--- config.mk ---
export PLATFORM = sky130hd
export DESIGN_NAME = wb_arbiter_flat
export DESIGN_NICKNAME = d
export VERILOG_FILES = /design/src/rtl/wb_arbiter_if.sv /design/src/rtl/wb_arbiter.sv /design/src/flat_wrapper.sv
export SDC_FILE = /design/constraint.sdc
export NUM_CORES = 1
export LEC_CHECK = 0
export CAP_MARGIN = 20
export CORE_ASPECT_RATIO = 0.7
export CORE_MARGIN = 2
export CORE_UTILIZATION = 54
export CTS_BUF_LIST = sky130_fd_sc_hd__clkbuf_8
export CTS_CLUSTER_DIAMETER = 150
export DETAILED_ROUTE_END_ITERATION = 16
export PLACE_DENSITY = 0.91
export SYNTH_ARGS = -nofsm -noshare
export SYNTH_HDL_FRONTEND = slang
export SYNTH_SLANG_ARGS = --single-unit
export TNS_END_PERCENT = 50
--- constraint.sdc ---
create_clock -name clk -period 5.17 [get_ports clk]
set_input_delay 0.517 -clock clk [delete_from_list [all_inputs] [get_ports clk]]
set_output_delay 0.517 -clock clk [all_outputs]
set_load 0.1 [all_outputs]
--- src/rtl/wb_arbiter_if.sv ---
// Bus bundle for wb_arbiter: issue/scoreboard, pipeline writeback, long-latency
// writeback (valid/ready), hazard query and register-file write port.
interface wb_arbiter_if;
  logic        iss_en;
  logic [4:0]  iss_rd;
  logic        iss_stall;
  logic        pw_en;
  logic [4:0]  pw_addr;
  logic [31:0] pw_data;
  logic        pw_hold;
  logic        lw_valid;
  logic [4:0]  lw_addr;
  logic [31:0] lw_data;
  logic        lw_ready;
  logic [4:0]  q_rs1;
  logic [4:0]  q_rs2;
  logic        q_rs1_busy;
  logic        q_rs2_busy;
  logic        wr_en;
  logic [4:0]  wr_addr;
  logic [31:0] wr_data;

  // lw handshake: a transfer happens on every rising edge where lw_valid and
  // lw_ready are both high; the producer holds lw_addr/lw_data stable while
  // lw_valid is high and lw_ready is low, and ready never waits on valid.
  modport master (
    output iss_en, iss_rd, pw_en, pw_addr, pw_data,
           lw_valid, lw_addr, lw_data, q_rs1, q_rs2,
    input  iss_stall, pw_hold, lw_ready, q_rs1_busy, q_rs2_busy,
           wr_en, wr_addr, wr_data
  );

  modport slave (
    input  iss_en, iss_rd, pw_en, pw_addr, pw_data,
           lw_valid, lw_addr, lw_data, q_rs1, q_rs2,
    output iss_stall, pw_hold, lw_ready, q_rs1_busy, q_rs2_busy,
           wr_en, wr_addr, wr_data
  );
endinterface

--- src/rtl/wb_arbiter.sv ---
// Register-file write arbiter: pipeline writes win, long-latency results queue
// in a 2-entry FIFO, with a pending-register scoreboard and starvation hold.
module wb_arbiter (
  input  logic         clk,
  input  logic         rst,
  wb_arbiter_if.slave  bus
);

  logic [36:0] fifo_mem [2];
  logic        wptr;
  logic        rptr;
  logic [1:0]  count;
  logic [1:0]  starve;
  logic [1:0]  starve_next;
  logic [31:0] pending;
  logic [31:0] pending_next;
  logic        push;
  logic        pop;
  logic [4:0]  head_addr;
  logic [31:0] head_data;
  logic [4:0]  sel_addr;
  logic [31:0] sel_data;
  logic        set_pend;

  assign head_addr = fifo_mem[rptr][36:32];
  assign head_data = fifo_mem[rptr][31:0];

  assign bus.lw_ready   = !rst && (count != 2'd2);
  assign bus.iss_stall  = bus.iss_en && pending[bus.iss_rd] && (bus.iss_rd != 5'd0);
  assign bus.q_rs1_busy = pending[bus.q_rs1] && (bus.q_rs1 != 5'd0);
  assign bus.q_rs2_busy = pending[bus.q_rs2] && (bus.q_rs2 != 5'd0);

  assign push     = bus.lw_valid && bus.lw_ready;
  assign pop      = !bus.pw_en && (count != 2'd0);
  assign set_pend = bus.iss_en && !bus.iss_stall && (bus.iss_rd != 5'd0);
  assign sel_addr = bus.pw_en ? bus.pw_addr : head_addr;
  assign sel_data = bus.pw_en ? bus.pw_data : head_data;

  always_comb begin
    starve_next = starve;
    if (pop || count == 2'd0)
      starve_next = 2'd0;
    else if (bus.pw_en && starve != 2'd3)
      starve_next = starve + 2'd1;
  end

  // Clear from a FIFO drain first so a same-edge issue to that register wins.
  always_comb begin
    pending_next = pending;
    if (pop && head_addr != 5'd0)
      pending_next[head_addr] = 1'b0;
    if (set_pend)
      pending_next[bus.iss_rd] = 1'b1;
    pending_next[0] = 1'b0;
  end

  always_ff @(posedge clk or posedge rst) begin
    if (rst) begin
      fifo_mem[0] <= '0;
      fifo_mem[1] <= '0;
      wptr        <= 1'b0;
      rptr        <= 1'b0;
      count       <= 2'd0;
      starve      <= 2'd0;
      pending     <= '0;
      bus.pw_hold <= 1'b0;
      bus.wr_en   <= 1'b0;
      bus.wr_addr <= 5'd0;
      bus.wr_data <= 32'd0;
    end else begin
      if (push) begin
        fifo_mem[wptr] <= {bus.lw_addr, bus.lw_data};
        wptr           <= ~wptr;
      end
      if (pop)
        rptr <= ~rptr;
      count       <= count + {1'b0, push} - {1'b0, pop};
      starve      <= starve_next;
      bus.pw_hold <= (starve_next == 2'd3);
      pending     <= pending_next;
      // x0 selections still consume their slot but never raise wr_en.
      if (bus.pw_en || pop) begin
        bus.wr_en   <= (sel_addr != 5'd0);
        bus.wr_addr <= sel_addr;
        bus.wr_data <= sel_data;
      end else begin
        bus.wr_en <= 1'b0;
      end
    end
  end

endmodule

--- src/flat_wrapper.sv ---
// flat-port wrapper written by rule: the top's interface ports become plain ports
module wb_arbiter_flat 
  (clk, rst, bus_iss_en, bus_iss_rd, bus_pw_en, bus_pw_addr, bus_pw_data, bus_lw_valid, bus_lw_addr, bus_lw_data, bus_q_rs1, bus_q_rs2, bus_iss_stall, bus_pw_hold, bus_lw_ready, bus_q_rs1_busy, bus_q_rs2_busy, bus_wr_en, bus_wr_addr, bus_wr_data);
  wb_arbiter_if bus_i ();
  input  logic clk;
  input  logic rst;
  input wire logic [$bits(bus_i.iss_en)-1:0] bus_iss_en;
  input wire logic [$bits(bus_i.iss_rd)-1:0] bus_iss_rd;
  input wire logic [$bits(bus_i.pw_en)-1:0] bus_pw_en;
  input wire logic [$bits(bus_i.pw_addr)-1:0] bus_pw_addr;
  input wire logic [$bits(bus_i.pw_data)-1:0] bus_pw_data;
  input wire logic [$bits(bus_i.lw_valid)-1:0] bus_lw_valid;
  input wire logic [$bits(bus_i.lw_addr)-1:0] bus_lw_addr;
  input wire logic [$bits(bus_i.lw_data)-1:0] bus_lw_data;
  input wire logic [$bits(bus_i.q_rs1)-1:0] bus_q_rs1;
  input wire logic [$bits(bus_i.q_rs2)-1:0] bus_q_rs2;
  output wire logic [$bits(bus_i.iss_stall)-1:0] bus_iss_stall;
  output wire logic [$bits(bus_i.pw_hold)-1:0] bus_pw_hold;
  output wire logic [$bits(bus_i.lw_ready)-1:0] bus_lw_ready;
  output wire logic [$bits(bus_i.q_rs1_busy)-1:0] bus_q_rs1_busy;
  output wire logic [$bits(bus_i.q_rs2_busy)-1:0] bus_q_rs2_busy;
  output wire logic [$bits(bus_i.wr_en)-1:0] bus_wr_en;
  output wire logic [$bits(bus_i.wr_addr)-1:0] bus_wr_addr;
  output wire logic [$bits(bus_i.wr_data)-1:0] bus_wr_data;
  assign bus_i.iss_en = bus_iss_en;
  assign bus_i.iss_rd = bus_iss_rd;
  assign bus_i.pw_en = bus_pw_en;
  assign bus_i.pw_addr = bus_pw_addr;
  assign bus_i.pw_data = bus_pw_data;
  assign bus_i.lw_valid = bus_lw_valid;
  assign bus_i.lw_addr = bus_lw_addr;
  assign bus_i.lw_data = bus_lw_data;
  assign bus_i.q_rs1 = bus_q_rs1;
  assign bus_i.q_rs2 = bus_q_rs2;
  assign bus_iss_stall = bus_i.iss_stall;
  assign bus_pw_hold = bus_i.pw_hold;
  assign bus_lw_ready = bus_i.lw_ready;
  assign bus_q_rs1_busy = bus_i.q_rs1_busy;
  assign bus_q_rs2_busy = bus_i.q_rs2_busy;
  assign bus_wr_en = bus_i.wr_en;
  assign bus_wr_addr = bus_i.wr_addr;
  assign bus_wr_data = bus_i.wr_data;
  wb_arbiter u_core (.clk(clk), .rst(rst), .bus(bus_i));
endmodule
==> out/qor.txt <==
Clock-pin slew on the worst setup and hold paths: 0.08 ns
Worst reg2reg startpoint: u_core.rptr
Worst slew margin: 33.3%
Diode count: 0
Port Buf Inserts: 136
First-pass detailed-route iteration total: 7
Mapped Area: 7440 um2
Max-cap violations: 0
Met2 Track Usage GR: 41.6%
Worst path arrival time: 3.34 ns
Site row count: 35
EDFF count, synth: 0
Vias in the first global route: 5843
# placed instances: 941
Slew @ Worst Pin: 0.998 ns
Fin nets: 874
DR vias/cell: 5.92
Max IR drop VDD: 0.509 mV
Combinational fraction of design power: 49.6%
WHS: 0.501 ns
CP Max Fanout: 7
Largest net degree at the start of global routing: 86
Tot Pwr: 6.21 mW
Worst Clk Skew: 0.0162 ns
I/O pins: 137
CP endpoint kind: primary output
Part of the power in registers: 35.8%
Leakage: 3.94 nW
Fin worst setup slack: 1.31 ns
RePlAce Congestion: 0.948
Via count: 5770
Root buffer cell: clkbuf_8
Cts hold-fix bufs: 0
PwrDens: 665 nW/um2
CP required: 4.65 ns
WL final: 19200 um
Final hold viol count: 0
Unrepaired setup endpoints after global routing: no
CTS-repair resized insts: 0
Initial antenna violation count: 0
Ys async rst share: 100%
Initial Util: 55.9%
Sw power: 2.95 mW
Setup slack after placement: 1.29 ns
Post-synthesis cell type count: 43
Post-route insts no fill: 975
DR WL/cell: 19.7 um
DRT iter0 DRCs: 490
Average cell area after synthesis: 11.4 um2
Total die area: 14800 um2
Syn Inst Count: 653
Busiest grt layer: met2
Postcts setup bufs: 0
Seq cells post-synth: 150
Post-DP HPWL: 13400 um
Core Region: 13300 um2
Status: finished clean
Share of layout cells above drive strength 1: 20.1%
Critical Path Source: bus_q_rs1[0]
HP Class: register to register
Syn_nets: 750
Met1 GRT Util: 37.9%
Power share of the clock group: 14.6%
Clock buffer depth: 2
Die width: 144 um
Most used DFF post-synth: dfrtp_1
Global-route usage over all layers: 27.2%
Global-route wire length before repair: 30600 um
Fin. max-slew vios: 0
DRC: 0
Warnings from Yosys: 0
Worst-Skew Late Latency: 0.44 ns
Internal Pwr Total: 3.26 mW
R2r worst-path depth: 5
Layout area overhead: 25.5%
Reg-to-reg endpoint: u_core.pending[10]
CP Class: input pin to primary output
Clock sink count: 150
Filler cells: 938
Fmax: 259 MHz
Part of the cycle the worst path needs: 74.6%
Critical path endpoint: bus_q_rs1_busy
Worst setup SP type: input pin
Final Setup Violations: 0
Die Y: 102 um
ANT nets after route: 0
CTS Buf Count: 17
Total gr overflow: 0
Met3 usage: 9.37%
H-tree levels: 4
R2R setup slack: 2.59 ns
Switching share of total power: 47.6%
Post-synthesis sequential area ratio: 50.4%
Final TNS setup: 0 ns
CTS tree: built
Min Tclk post-route: 3.86 ns
logic make-up (layout without fill, tap and decap cells):
kind of cell / count (synthesis) / in the layout / synth area share [%]
AOI/OAI and AO/OA: 149 / 149 / 11.3
and+or+nand+nor: 145 / 145 / 8.46
buffers and inverters: 44 / 181 / 2.82
DFF: 150 / 150 / 50.4
adders and majority gates: 3 / 3 / 0.504
muxes: 157 / 157 / 25.9
xor gates and xnor gates: 5 / 5 / 0.589
final cells by class:
cell class | instances | area [um2] | share of cell area [%]
Sequential cell | 150 | 3750 | 40.2
Clock inverter | 15 | 160 | 1.72
Inverter | 6 | 26.3 | 0.281
Tap cell | 185 | 231 | 2.48
Timing Repair Buffer | 143 | 1440 | 15.4
Clock buffer | 17 | 234 | 2.51
Multi-Input combinational cell | 459 | 3490 | 37.4
worst max-delay path, cell delays in order:
cell	delay, ns
clkdlybuf4s50_1	0.76
mux4_2	0.57
mux2i_1	0.16
mux2i_1	0.10
mux2_2	0.27
clkdlybuf4s50_1	0.96
stage by stage:
stage	instance area, um2	utilization (%)
global route	9340	70.1
finish	9340	70.1
CTS	9290	69.8
global placement	8890	66.8
detailed placement	8890	66.8
floorplan	7450	-
power groups by stage:
stage                     clock (mW)  combinational, mW  sequential [mW]
after detailed placement           0               3.05             2.22
after global routing           0.975               3.29             2.28
after CTS                      0.919               3.07             2.20
after global placement             0               2.97             2.17
final                          0.910               3.08             2.22
after floorplan                    0               1.54             2.87
routing by layer:
layer / vias to the layer above / routed length [um]
met5: - / 0
met4: 0 / 252
met3: 25 / 1920
met2: 262 / 8810
met1: 2886 / 8210
li1: 2597 / -
synthesized netlist by cell type (all sizes together), types with 4 or more instances:
cell    instances  share of area, %
a21oi          34               2.3
mux2i          54               7.3
nand2          74               3.8
clkbuf         18              0.92
buf            20               1.6
inv             6              0.30
dfrtp         150                50
o31ai           6              0.61
o21ai         100               6.9
mux4           20               6.1
or3             4              0.34
mux2           83                13
nor2           41               2.1
nand3          12              0.87
placed cells by master (no fill, tap or decap), drive strengths merged, types with 3 or more instances in the layout:
cell type        n
nor3             3
o31ai            6
clkdlybuf4s50  134
nor2            41
or3              4
ha               3
buf              9
dfrtp          150
a21oi           34
mux2i           54
mux4            20
xnor2            3
inv             14
clkbuf          17
clkinv           4
o21ai          100
and3b            3
nand2           74
mux2            83
nand3           12
flip-flops by register name, indices dropped and copies added, names as in the netlist:
name	flops
u_core.pending	31
u_core.bus.wr_data	32
u_core.fifo_mem	74
u_core.bus.wr_addr	5
u_core.count	2
u_core.bus.wr_en	1
u_core.wptr	1
u_core.starve	2
u_core.rptr	1
u_core.bus.pw_hold	1
worst min path at each step:
stage               cells after the start                  end  slack [ns]           startpoint
global placement                        1   u_core.fifo_mem[0]        0.47   u_core.fifo_mem[0]
CTS                                     1   u_core.fifo_mem[0]        0.51   u_core.fifo_mem[0]
finish                                  1  u_core.fifo_mem[31]        0.50  u_core.fifo_mem[31]
floorplan                               1   u_core.fifo_mem[0]        0.46   u_core.fifo_mem[0]
detailed placement                      1   u_core.fifo_mem[0]        0.49   u_core.fifo_mem[0]
global route                            1   u_core.fifo_mem[0]        0.52   u_core.fifo_mem[0]
Note: power is estimated with default switching activity, not from simulation.
